File: config.mk
export PLATFORM = sky130hd
export DESIGN_NAME = rng_fill_ctrl_flat
export DESIGN_NICKNAME = d
export VERILOG_FILES = /design/src/rtl/rng_fill_ctrl_if.sv /design/src/rtl/rng_fill_ctrl.sv /design/src/flat_wrapper.sv
export SDC_FILE = /design/constraint.sdc
export NUM_CORES = 1
export LEC_CHECK = 0
export ABC_AREA = 1
export ABC_CLOCK_PERIOD_IN_PS = 2600
export BUFFER_PORTS_ARGS = -buffer_cell sky130_fd_sc_hd__buf_2
export CAP_MARGIN = 20
export CORE_UTILIZATION = 54
export DETAILED_ROUTE_END_ITERATION = 6
export PLACE_DENSITY = 0.85
export SYNTH_ARGS = -nofsm -noshare
export SYNTH_HDL_FRONTEND = slang
export SYNTH_SLANG_ARGS = --single-unit
File: constraint.sdc
create_clock -name clk_i -period 2.6 [get_ports clk_i]
set_input_delay 0.26 -clock clk_i [delete_from_list [all_inputs] [get_ports clk_i]]
set_output_delay 0.26 -clock clk_i [all_outputs]
set_load 0.05 [all_outputs]
File: src/rtl/rng_fill_ctrl_if.sv
// RNG write-request channel between the refill scheduler (master) and the RNG-backed RAM (slave).
// Handshake: master pulses we_rng_o for one cycle with addr_rng_o valid, holds addr_rng_o until the slave
// pulses ack_rng_i for one cycle; at most one request is ever outstanding.
interface rng_fill_ctrl_if;
    logic       we_rng_o;
    logic [8:0] addr_rng_o;
    logic       ack_rng_i;

    modport master (output we_rng_o, output addr_rng_o, input ack_rng_i);
    modport slave  (input we_rng_o, input addr_rng_o, output ack_rng_i);
endinterface

File: src/rtl/rng_fill_ctrl.sv
// Ring-buffer refill scheduler: keeps a window of RAM words filled with random data, one request at a time,
// tracking fill level, oldest-word address, watermarks and a sticky handshake timeout.
module rng_fill_ctrl #(
    parameter int unsigned BASE    = 0,
    parameter int unsigned DEPTH   = 64,
    parameter int unsigned LOW_WM  = 16,
    parameter int unsigned TIMEOUT = 64
) (
    input  logic                         clk_i,
    input  logic                         rst_ni,
    input  logic                         en_i,
    input  logic                         flush_i,
    input  logic                         consume_i,
    rng_fill_ctrl_if.master              rng,
    output logic [8:0]                   rd_addr_o,
    output logic [$clog2(DEPTH+1)-1:0]   level_o,
    output logic                         empty_o,
    output logic                         full_o,
    output logic                         low_o,
    output logic                         busy_o,
    output logic                         timeout_o,
    output logic [1:0]                   dbg_state_o
);
    localparam int unsigned LW = $clog2(DEPTH + 1);
    localparam int unsigned PW = $clog2(DEPTH);
    localparam int unsigned TW = $clog2(TIMEOUT + 1);

    localparam logic [PW-1:0] PTR_MAX   = PW'(DEPTH - 1);
    localparam logic [LW-1:0] CNT_MAX   = LW'(DEPTH);
    localparam logic [LW-1:0] LOW_THR   = LW'(LOW_WM);
    localparam logic [TW-1:0] WAIT_LAST = TW'(TIMEOUT - 1);
    localparam logic [8:0]    BASE_ADDR = 9'(BASE);

    localparam logic [1:0] S_IDLE = 2'd0;
    localparam logic [1:0] S_REQ  = 2'd1;
    localparam logic [1:0] S_WAIT = 2'd2;

    logic [1:0]    state_q, state_d;
    logic [PW-1:0] wr_ptr_q, wr_ptr_d;
    logic [PW-1:0] rd_ptr_q, rd_ptr_d;
    logic [LW-1:0] count_q, count_d;
    logic [TW-1:0] wait_cnt_q, wait_cnt_d;
    logic          timeout_q, timeout_d;
    logic          drop_q, drop_d;
    logic [8:0]    addr_q, addr_d;

    logic ack_done, to_done, consume_ok, fill_ok;

    function automatic logic [PW-1:0] ptr_inc(input logic [PW-1:0] p);
        return (p == PTR_MAX) ? '0 : p + PW'(1);
    endfunction

    always_comb begin
        state_d    = state_q;
        wr_ptr_d   = wr_ptr_q;
        rd_ptr_d   = rd_ptr_q;
        count_d    = count_q;
        wait_cnt_d = wait_cnt_q;
        timeout_d  = timeout_q;
        drop_d     = drop_q;

        // Ack wins over timeout when both land on the last WAIT cycle.
        ack_done   = (state_q == S_WAIT) && rng.ack_rng_i;
        to_done    = (state_q == S_WAIT) && !rng.ack_rng_i && (wait_cnt_q == WAIT_LAST);
        consume_ok = consume_i && (count_q != '0) && !flush_i;
        fill_ok    = ack_done && !drop_q;

        case (state_q)
            S_IDLE: begin
                if (en_i && (count_q != CNT_MAX) && !timeout_q && !flush_i) state_d = S_REQ;
            end
            S_REQ: begin
                state_d    = S_WAIT;
                wait_cnt_d = '0;
            end
            S_WAIT: begin
                if (ack_done || to_done) state_d = S_IDLE;
                else                     wait_cnt_d = wait_cnt_q + TW'(1);
            end
            default: state_d = S_IDLE;
        endcase

        if (flush_i) begin
            wr_ptr_d  = '0;
            rd_ptr_d  = '0;
            count_d   = '0;
            timeout_d = 1'b0;
            // An in-flight request still completes; its data must not land in the emptied ring.
            drop_d    = (state_q != S_IDLE) && !ack_done && !to_done;
        end else begin
            if (ack_done) drop_d = 1'b0;
            if (fill_ok) wr_ptr_d = ptr_inc(wr_ptr_q);
            if (to_done) begin
                timeout_d = 1'b1;
                drop_d    = 1'b0;
            end
            if (consume_ok) rd_ptr_d = ptr_inc(rd_ptr_q);
            case ({fill_ok, consume_ok})
                2'b10:   count_d = count_q + LW'(1);
                2'b01:   count_d = count_q - LW'(1);
                default: count_d = count_q;
            endcase
        end

        addr_d = BASE_ADDR + 9'(wr_ptr_d);
    end

    always_ff @(posedge clk_i or negedge rst_ni) begin
        if (!rst_ni) begin
            state_q    <= S_IDLE;
            wr_ptr_q   <= '0;
            rd_ptr_q   <= '0;
            count_q    <= '0;
            wait_cnt_q <= '0;
            timeout_q  <= 1'b0;
            drop_q     <= 1'b0;
            addr_q     <= BASE_ADDR;
        end else begin
            state_q    <= state_d;
            wr_ptr_q   <= wr_ptr_d;
            rd_ptr_q   <= rd_ptr_d;
            count_q    <= count_d;
            wait_cnt_q <= wait_cnt_d;
            timeout_q  <= timeout_d;
            drop_q     <= drop_d;
            addr_q     <= addr_d;
        end
    end

    assign rng.we_rng_o   = (state_q == S_REQ);
    assign rng.addr_rng_o = addr_q;
    assign rd_addr_o      = BASE_ADDR + 9'(rd_ptr_q);
    assign level_o        = count_q;
    assign empty_o        = (count_q == '0);
    assign full_o         = (count_q == CNT_MAX);
    assign low_o          = (count_q < LOW_THR);
    assign busy_o         = (state_q != S_IDLE);
    assign timeout_o      = timeout_q;
    assign dbg_state_o    = state_q;
endmodule

File: src/flat_wrapper.sv
// flat-port wrapper written by rule: the top's interface ports become plain ports
module rng_fill_ctrl_flat 
#(
    parameter int unsigned BASE    = 0,
    parameter int unsigned DEPTH   = 64,
    parameter int unsigned LOW_WM  = 16,
    parameter int unsigned TIMEOUT = 64
)
  (clk_i, rst_ni, en_i, flush_i, consume_i, rd_addr_o, level_o, empty_o, full_o, low_o, busy_o, timeout_o, dbg_state_o, rng_we_rng_o, rng_addr_rng_o, rng_ack_rng_i);
  rng_fill_ctrl_if rng_i ();
  input  logic clk_i;
  input  logic rst_ni;
  input  logic en_i;
  input  logic flush_i;
  input  logic consume_i;
  output logic [8:0] rd_addr_o;
  output logic [$clog2(DEPTH+1)-1:0] level_o;
  output logic empty_o;
  output logic full_o;
  output logic low_o;
  output logic busy_o;
  output logic timeout_o;
  output logic [1:0] dbg_state_o;
  output wire logic [$bits(rng_i.we_rng_o)-1:0] rng_we_rng_o;
  output wire logic [$bits(rng_i.addr_rng_o)-1:0] rng_addr_rng_o;
  input wire logic [$bits(rng_i.ack_rng_i)-1:0] rng_ack_rng_i;
  assign rng_we_rng_o = rng_i.we_rng_o;
  assign rng_addr_rng_o = rng_i.addr_rng_o;
  assign rng_i.ack_rng_i = rng_ack_rng_i;
  rng_fill_ctrl #(.BASE(BASE), .DEPTH(DEPTH), .LOW_WM(LOW_WM), .TIMEOUT(TIMEOUT)) u_core (.clk_i(clk_i), .rst_ni(rst_ni), .en_i(en_i), .flush_i(flush_i), .consume_i(consume_i), .rng(rng_i), .rd_addr_o(rd_addr_o), .level_o(level_o), .empty_o(empty_o), .full_o(full_o), .low_o(low_o), .busy_o(busy_o), .timeout_o(timeout_o), .dbg_state_o(dbg_state_o));
endmodule
==> run metrics <==
status finished, final reports clean; DRT Pass-1 Iters 4; element type at the critical path end register; Core Area about 0.0031 mm^2; initial core utilization 0.5872; Seq/Total Area, Yosys 0.4087; utilization after layout 0.6712; total detailed-routing wirelength roughly 3600 um; Synth cell types 33; first-pass GRT wire length between 5000 and 6000 um; global routing met2 resource utilization 0.3485; gr usage total 0.2192; Reg clk slew, reported paths roughly 0.1 ns; Avg Inst Size Synth around 8.4 um^2; Num Clock Sinks 30; Post-Syn Instances between 200 and 250; ANT nets after route 0; Least-Margin Pin Slew ~0.68 ns; kind of start point of the critical path register; post-route minimum period 2.335 ns; Final Hold Viols 0; RSZ-0062 raised after global routing no; Via density 5.066; Max-Cap Viols 0; GRT met3 Usage 0.07576; DR WL/cell around 12 um; detailed placement HPWL around 2700 um; Design Area, Final approximately 0.0021 mm^2; CTS Root Cell clkbuf_4; Die Area 0.003639 mm^2; DIE HEIGHT 60.32 um; crit path max fanout 6; Worst-Skew Late Latency approximately 0.33 ns; crit path cell chain nor2_1, nand2_1, nor2_4, nor2_2, nand2_2, inv_1, ha_1, a21oi_1, o21ai_0, a21oi_1, nand3_1, nand3_1, nand2_1; WP data arrival between 2 and 3 ns; Min-Delay Path Class input pin to register; cell row count 20; slowest CP cell dfrtp_1; IO buf count 32; Final Wtd Congestion 0.8889; crit-path max cell delay 0.47 ns; worst clock skew 0.004903 ns; Max VDD drop approximately 0.48 mV; TritonCTS clock tree built; fin nets about 270; CTS Buf Count 5; power per cell area between 1000 and 1500 mW/mm^2; Filler cells between 200 and 300; slew margin rel. 0.5465; die width between 60 and 70 um; crit path kind register to register; Initial DRC Count between 60 and 70; Syn-to-layout area delta 14.30%; DRC viols 0; share of layout cells above drive strength 1 0.2287; vias in the first global route 1386; GR peak layer met2; # setup viols final 0; worst hold slack 0.1717 ns; Yosys warning count 0; dpl cell area ~0.0020 mm^2; Setup Buffers After CTS 0; CP Data Required Time 2.83 ns; Post-Syn Area about 0.0018 mm^2; f_max between 400 and 500 MHz; Pleak roughly 1.1 nW; initial antenna violation count 0; FF+latch count, synth 30; fin crit share 0.8980; via count between 1500 and 2000; global route overflow 0; I/O pins 39; Final Max Slew Viols 0; met1 usage 0.2669; largest net degree at the start of global routing 31; # H-tree levels 2; final setup TNS 0 ns; Clock Path Buffers 2; ANT cells 0
worst max-delay path, delay by kind of cell, from the launching register on:
family / cells / cell delay [ns]
and+or+nand+nor: 8 / 0.80
DFF: 1 / 0.47
AOI/OAI and AO/OA: 3 / 0.44
buffers and inverters: 1 / 0.20
adders and majority gates: 1 / 0.33
sequential cells by signal, summed over array words and instances, names as in the netlist:
| signal | flops |
|---|---|
| u_core.rd_ptr_q | 6 |
| u_core.level_o | 7 |
| u_core.rng.addr_rng_o | 6 |
| u_core.drop_q | 1 |
| u_core.wait_cnt_q | 7 |
| u_core.timeout_o | 1 |
| u_core.dbg_state_o | 2 |
layout make-up:
| cell class | instances | area, um^2 | area share |
|---|---|---|---|
| multi-input cells | 163 | 968.4 | 0.4613 |
| clock inverters | 1 | 5.005 | 0.002384 |
| well taps | 44 | 55.05 | 0.02622 |
| repair buffers | 33 | 170.2 | 0.08105 |
| flip-flops and latches | 30 | 750.7 | 0.3576 |
| clock buffers | 7 | 55.05 | 0.02622 |
| inverters | 24 | 95.09 | 0.04529 |
synthesized netlist by cell type (all sizes together):
cell type	count	area (um^2)
xor2	6	52.55
o211ai	2	15.01
o21ai	14	70.06
o2111a	1	11.26
nor4	1	6.260
fa	1	20.02
nor3	4	25.02
xnor2	4	35.03
nor2	22	107.6
nand3	23	145.1
mux2i	1	10.01
nand2	52	230.2
ha	8	100.1
o22ai	2	12.51
inv	23	86.33
o21a	2	15.01
buf	7	52.55
a21oi	11	58.81
nand4	2	12.51
dfrtp	30	750.7
a211oi	1	7.510
conb	1	3.750
clkinv	1	8.760
stage by stage:
step	cells	total power [mW]	worst slack [ns]
floorplan	224	1.667	0.04762
global placement	293	1.887	0.3811
detailed placement	293	1.911	0.3277
CTS	302	2.217	0.2923
global route	302	2.370	0.05994
finish	302	2.199	0.2653
report_power, final:
| part | internal [mW] | switching (mW) | total, mW |
|---|---|---|---|
| registers | 0.568 | 0.134 | 0.702 |
| clock network | 0.131 | 0.163 | 0.294 |
| logic | 0.323 | 0.879 | 1.20 |
metal layers:
| layer | share of wire | vias to the layer above |
|---|---|---|
| met5 | 0 | - |
| met4 | 0.021 | 0 |
| met3 | 0.044 | 7 |
| met2 | 0.46 | 34 |
| met1 | 0.47 | 700 |
| li1 | - | 789 |
timing repair:
action                    4_1_cts  5_1_grt
gates resized for setup         0        0
hold endpoints to repair       30        0
hold buffers                    1        0
placed cells by master, fill, tap and decap left out, types with 2 or more instances in the layout:
cell type / count
o21ai_0: 9
clkbuf_4: 5
nand2_1: 46
nor2_2: 3
o21ai_1: 5
xnor2_1: 4
nor2_4: 3
nand4_1: 2
nand2_4: 4
xor2_1: 6
o22ai_1: 2
o21a_1: 2
dfrtp_1: 30
nor2_1: 16
nand3_4: 2
nand2_2: 2
buf_2: 32
nor3_1: 3
conb_1: 6
ha_1: 8
inv_1: 22
o211ai_1: 2
a21oi_1: 10
nand3_1: 20
final timing paths:
check                                    startpoint                        to  slack [ns]  cells past startpoint
min in group asynchronous                    rst_ni     u_core.dbg_state_o[0]        0.49                      2
hold / removal                                 en_i     u_core.dbg_state_o[0]        0.17                      3
setup / recovery                  u_core.level_o[4]         u_core.level_o[6]        0.27                     13
max in group asynchronous                    rst_ni         u_core.level_o[3]        1.67                      2
setup reg to reg                  u_core.level_o[4]         u_core.level_o[6]        0.27                     13
hold reg to reg            u_core.rng.addr_rng_o[3]  u_core.rng.addr_rng_o[3]        0.53                      1
kinds of logic (layout without fill, tap and decap cells):
kind of cell / after synthesis / count (layout) / synth area share
adder cells (fa/ha/maj): 9 / 9 / 0.06540
multiplexers: 1 / 1 / 0.005450
buffers and inverters: 31 / 65 / 0.08038
XOR/XNOR: 10 / 10 / 0.04768
flip-flops: 30 / 30 / 0.4087
AO/OA/AOI/OAI: 33 / 33 / 0.1035
AND/OR/NAND/NOR: 104 / 104 / 0.2868
other: 1 / 6 / 0.002042
(Power assumes the default switching activity.)
